$ cat src/rtl/keyboard_uart_tx_bridge.sv
// Keyboard byte FIFO feeding a CTS-gated UART transmitter; tx starts 1 cycle after accept, full FIFO drops (counted) instead of stalling.
// Optional even parity bit after the data bits when KBD_UART_PARITY_EN is defined.
module keyboard_uart_tx_bridge #(
  parameter int ClkFrequency = 100_000_000,
  parameter int Baud         = 115_200,
  parameter int FifoDepth    = 16,
  parameter int StopBits     = 1
) (
  input  logic                       clk_i,
  input  logic                       rst_i,
  input  logic                       in_valid_i,
  input  logic [7:0]                 in_data_i,
  output logic                       in_ready_o,
  input  logic                       cts_n_i,
  input  logic                       ovf_clear_i,
  output logic                       uart_tx_o,
  output logic                       uart_busy_o,
  output logic [$clog2(FifoDepth):0] fifo_level_o,
  output logic                       overflow_o,
  output logic [7:0]                 drop_count_o
);

  localparam int BitCycles  = ClkFrequency / Baud;
  localparam int StopCycles = StopBits * BitCycles;
  localparam int PtrW       = $clog2(FifoDepth);
  localparam int LvlW       = PtrW + 1;
  localparam int CntW       = $clog2(StopCycles + 1);
  localparam logic [CntW-1:0] BitLast  = CntW'(BitCycles - 1);
  localparam logic [CntW-1:0] StopLast = CntW'(StopCycles - 1);

  typedef enum logic [2:0] {IDLE, START, DATA, PARITY, STOP} state_t;

  logic            cts_s1_q, cts_s2_q;
  logic [7:0]      mem_q [FifoDepth];
  logic [PtrW-1:0] wr_ptr_q, rd_ptr_q;
  logic [LvlW-1:0] count_q, count_d;
  logic            overflow_q, overflow_d;
  logic [7:0]      drop_q, drop_d;
  state_t          state_q, state_d;
  logic [CntW-1:0] cnt_q, cnt_d;
  logic [2:0]      bit_q, bit_d;
  logic [7:0]      data_q, data_d;
  logic            full, empty, push, pop, drop, can_start, tx_bit;

  assign full      = (count_q == LvlW'(FifoDepth));
  assign empty     = (count_q == '0);
  assign push      = in_valid_i && !full;
  assign drop      = in_valid_i && full;
  assign can_start = !empty && !cts_s2_q;

  always_ff @(posedge clk_i) begin
    if (push) mem_q[wr_ptr_q] <= in_data_i;
  end

  always_comb begin
    count_d = count_q;
    if (push && !pop)      count_d = count_q + LvlW'(1);
    else if (pop && !push) count_d = count_q - LvlW'(1);
  end

  // A drop in the same cycle as a clear wins and restarts the count at one.
  always_comb begin
    overflow_d = overflow_q;
    drop_d     = drop_q;
    if (drop) begin
      overflow_d = 1'b1;
      if (ovf_clear_i)          drop_d = 8'd1;
      else if (drop_q != 8'hFF) drop_d = drop_q + 8'd1;
    end else if (ovf_clear_i) begin
      overflow_d = 1'b0;
      drop_d     = 8'd0;
    end
  end

  always_comb begin
    state_d = state_q;
    cnt_d   = cnt_q + CntW'(1);
    bit_d   = bit_q;
    data_d  = data_q;
    pop     = 1'b0;
    tx_bit  = 1'b1;
    case (state_q)
      IDLE: begin
        cnt_d = '0;
        if (can_start) begin
          pop     = 1'b1;
          data_d  = mem_q[rd_ptr_q];
          bit_d   = '0;
          state_d = START;
        end
      end
      START: begin
        tx_bit = 1'b0;
        if (cnt_q == BitLast) begin
          cnt_d   = '0;
          state_d = DATA;
        end
      end
      DATA: begin
        tx_bit = data_q[bit_q];
        if (cnt_q == BitLast) begin
          cnt_d = '0;
          bit_d = bit_q + 3'd1;
`ifdef KBD_UART_PARITY_EN
          if (bit_q == 3'd7) state_d = PARITY;
`else
          if (bit_q == 3'd7) state_d = STOP;
`endif
        end
      end
`ifdef KBD_UART_PARITY_EN
      PARITY: begin
        tx_bit = ^data_q;
        if (cnt_q == BitLast) begin
          cnt_d   = '0;
          state_d = STOP;
        end
      end
`endif
      STOP: begin
        // The last stop cycle makes the idle decision itself so queued frames run gap-free.
        if (cnt_q == StopLast) begin
          cnt_d   = '0;
          state_d = IDLE;
          if (can_start) begin
            pop     = 1'b1;
            data_d  = mem_q[rd_ptr_q];
            bit_d   = '0;
            state_d = START;
          end
        end
      end
      default: state_d = IDLE;
    endcase
  end

  always_ff @(posedge clk_i) begin
    if (rst_i) begin
      cts_s1_q   <= 1'b1;
      cts_s2_q   <= 1'b1;
      wr_ptr_q   <= '0;
      rd_ptr_q   <= '0;
      count_q    <= '0;
      overflow_q <= 1'b0;
      drop_q     <= '0;
      state_q    <= IDLE;
      cnt_q      <= '0;
      bit_q      <= '0;
      data_q     <= '0;
    end else begin
      cts_s1_q   <= cts_n_i;
      cts_s2_q   <= cts_s1_q;
      if (push) wr_ptr_q <= wr_ptr_q + PtrW'(1);
      if (pop)  rd_ptr_q <= rd_ptr_q + PtrW'(1);
      count_q    <= count_d;
      overflow_q <= overflow_d;
      drop_q     <= drop_d;
      state_q    <= state_d;
      cnt_q      <= cnt_d;
      bit_q      <= bit_d;
      data_q     <= data_d;
    end
  end

  assign in_ready_o   = !full;
  assign uart_tx_o    = tx_bit;
  assign uart_busy_o  = (state_q != IDLE);
  assign fifo_level_o = count_q;
  assign overflow_o   = overflow_q;
  assign drop_count_o = drop_q;

endmodule

$ cat config.mk
export PLATFORM = sky130hd
export DESIGN_NAME = keyboard_uart_tx_bridge
export DESIGN_NICKNAME = d
export VERILOG_FILES = /design/src/rtl/keyboard_uart_tx_bridge.sv
export SDC_FILE = /design/constraint.sdc
export NUM_CORES = 1
export LEC_CHECK = 0
export ABC_CLOCK_PERIOD_IN_PS = 3300
export CAP_MARGIN = 20
export CORE_MARGIN = 2
export CORE_UTILIZATION = 45
export DETAILED_ROUTE_END_ITERATION = 10
export GPL_ROUTABILITY_DRIVEN = 0
export PLACE_DENSITY = 0.61
export SYNTH_ARGS = -nofsm -noshare
export SYNTH_HDL_FRONTEND = slang
export SYNTH_SLANG_ARGS = --single-unit
$ cat constraint.sdc
create_clock -name clk_i -period 3.3 [get_ports clk_i]
set_input_delay 0.495 -clock clk_i [delete_from_list [all_inputs] [get_ports clk_i]]
set_output_delay 0.495 -clock clk_i [all_outputs]
set_load 0.005 [all_outputs]
==> qor.yml <==
outcome:
  run_status: "completed"
global_routing:
  grt_pass1_vias: 4061
  grt_max_degree: 21
  antenna_found_initial: 0
  gr-usage-all-layers_pct: 17.2
  grt_pass1_wl_um: 22500
  grt_overflow: 0
final_layout:
  final_common_cell: "edfxtp_1"
  num-fill-cells: 1286
  final_nets: 557
  post-route-util_pct: 54.0
  drive_above_1_share_pct: 20.3
  layout_common_cells: "128 x edfxtp_1, 63 x nor2_1, 51 x dfxtp_1"
  num_antenna_cells: 0
  area_delta_synth_final_pct: 16.8
floorplanning:
  fp.dieW_um: 132
  die_height_um: 132
  io_pins: 30
  core_area_mm2: 0.0159
  rows: 46
  initial_core_util_pct: 46.2
  die-area_mm2: 0.0174
worst_hold_path:
  hold_path_class: "reg -> reg"
cts:
  clk_pin_slew_ns: 0.07
  clock-root-buffer: "clkbuf_16"
  cts_tree: "yes"
  clkLatencyLatePin_ns: 0.43
  clock_sinks: 180
  cts_buffers: 17
  clock_tree.buffer_depth: 2
  htree_num_levels: 4
setup_path:
  crit_path_end_kind: "flip-flop"
  required_ns: 3.66
  criticalPathCategory: "reg -> reg"
  cp_data_arrival_time_ns: 3.40
  cp_max_fo: 5
  start_kind: "flip-flop"
sta:
  drv_slew: 0
  clock.fmax_ghz: 0.329
  setup_viol_count_final: 0
  hold_viol: 0
  finalCritPeriodShare_pct: 92.0
  period_needed_ns: 3.04
  setup_tns_ns: 0
  rsz0062_at_grt: "false"
  finalClockSkew_ns: 0.0140
  worst_pin_slew_ns: 1.05
  maxSlewHeadroom_pct: 30.1
synthesis:
  ys_seq_elements: 180
  yosys_warnings: 0
  yosys-top-cells-area: "edfxtp_1 52%, dfxtp_1 14%, mux4_2 10%, nor2_1 3.2%, mux2i_1 2.4%"
  ys_types: 46
  syn_area_per_cell_um2: 15.3
  synth_ff_type: "edfxtp_1"
  synth_edf_count: 128
  async_flop_share_pct: 0
  synth_area_mm2: 0.00737
  ys_seq_area_share_pct: 66.3
  yosysTopAreaCellShare_pct: 52.2
  syn_nets: 510
  yosys.area.top_type: "edfxtp_1"
  synthCells: 483
route:
  wl_per_cell_um: 18.4
  wirelength_um: 14000
  ant_nets: 0
  vias_per_cell: 5.31
  drc: 0
  vias: 4033
  dr.pass1.iters: 4
  drtIter0Drc: 206
power:
  power_density_mw_per_mm2: 629
  peakVddDrop_mv: 0.455
  power.leakage_uw: 0.00277
run:
  max-cap-violations: 0
placed_design:
  port_buffers: 29
  hpwl_um: 9140
## synth_stat cells, types with 2 or more instances
cell type / number
edfxtp_1: 128
nor2_1: 63
dfxtp_1: 52
mux4_2: 34
mux2i_1: 18
clkbuf_1: 17
nand2_1: 16
xnor2_1: 16
a21oi_1: 14
ha_1: 13
nor3_1: 12
o22ai_1: 12
inv_1: 11
nand3_1: 8
nand2b_1: 7
o21ai_0: 5
xor2_1: 5
a211oi_1: 4
buf_2: 4
nor4_1: 4
or2_2: 4
or3_1: 4
and3_1: 3
a21o_1: 2
a21o_2: 2
buf_6: 2
nand3_2: 2
nand4_1: 2
nor2b_1: 2
## state kept, by name, summed over array words and instances (netlist names), named ones only
signal and cells:
wr_ptr_q 4, cts_s2_q 1, overflow_o 1, cnt_q 10, state_q 3, fifo_level_o 5
mem_q 128, cts_s1_q 1, bit_q 3, rd_ptr_q 4, data_q 8, drop_count_o 8
## what timing repair did
action / in CTS / in global routing
hold buffers: 0 / 0
endpoints found under the setup margin: 0 / 1
setup buffers: 0 / 0
resized for setup: 0 / 2
## logic make-up (layout without fill, tap and decap cells)
logic type | Yosys count | after routing | synth area share [%]
muxes | 52 | 52 | 12.8
DFF | 180 | 180 | 66.3
adders and majority gates | 14 | 14 | 2.48
buffers and inverters | 35 | 95 | 2.28
and+or+nand+nor | 133 | 133 | 9.07
AOI/OAI and AO/OA | 48 | 48 | 4.55
xor gates and xnor gates | 21 | 21 | 2.50
## power breakdown
group	switching, uW	leakage (uW)	total [uW]	internal (uW)
sequential	103	0.00158	2620	2520
clock	921	0.000298	2080	1160
combinational	344	0.000890	718	374
## metal layers
layer / global-route usage, % / part of all wire (%)
met1: 22.5 / 45
met4: 5.56 / 1.3
met3: 4.31 / 3.7
met5: 0 / 0
met2: 28.2 / 50
## final timing paths
check / from / end / slack, ns / cells after the start
worst max-delay path: cnt_q[0]$_SDFF_PP0_ / fifo_level_o[4]$_SDFFE_PP0P_ / 0.26 / 13
worst min-delay path: cts_s1_q$_SDFF_PP1_ / cts_s2_q$_SDFF_PP1_ / 0.43 / 1
worst max register to register: cnt_q[0]$_SDFF_PP0_ / fifo_level_o[4]$_SDFFE_PP0P_ / 0.26 / 13
worst min register to register: cts_s1_q$_SDFF_PP1_ / cts_s2_q$_SDFF_PP1_ / 0.43 / 1
## metrics by stage
stage | hold WS [ns] | power (uW) | area, um2 | std cells | setup WS [ns]
after floorplan | 0.389 | 3130 | 7370 | 483 | 0.207
after global placement | 0.400 | 3370 | 7990 | 727 | 0.308
after detailed placement | 0.406 | 3400 | 7990 | 727 | 0.238
after CTS | 0.433 | 5470 | 8600 | 759 | 0.189
after global routing | 0.451 | 5640 | 8600 | 759 | 0.0323
final | 0.428 | 5410 | 8600 | 759 | 0.263
## worst max-delay path, cell delays in order, from the launching register on
cell     delay (ns)
dfxtp_1        0.38
ha_2           0.21
or3b_4         0.42
o31ai_4        0.22
and3_1         0.21
inv_1          0.05
ha_1           0.21
inv_2          0.10
ha_1           0.27
a21o_1         0.19
a21oi_1        0.18
xnor2_1        0.09
or3_1          0.30
a21oi_1        0.13
## cell type report
type                            instances  area [um2]  area share (%)
Clock inverter                         14         184            2.14
Tap cell                              216         270            3.14
Clock buffer                           18         429            4.99
Inverter                               11        41.3           0.480
Multi-Input combinational cell        268        2320            26.9
Timing Repair Buffer                   52         475            5.53
Sequential cell                       180        4890            56.8
No activity file was read; power rests on OpenSTA's default activity.
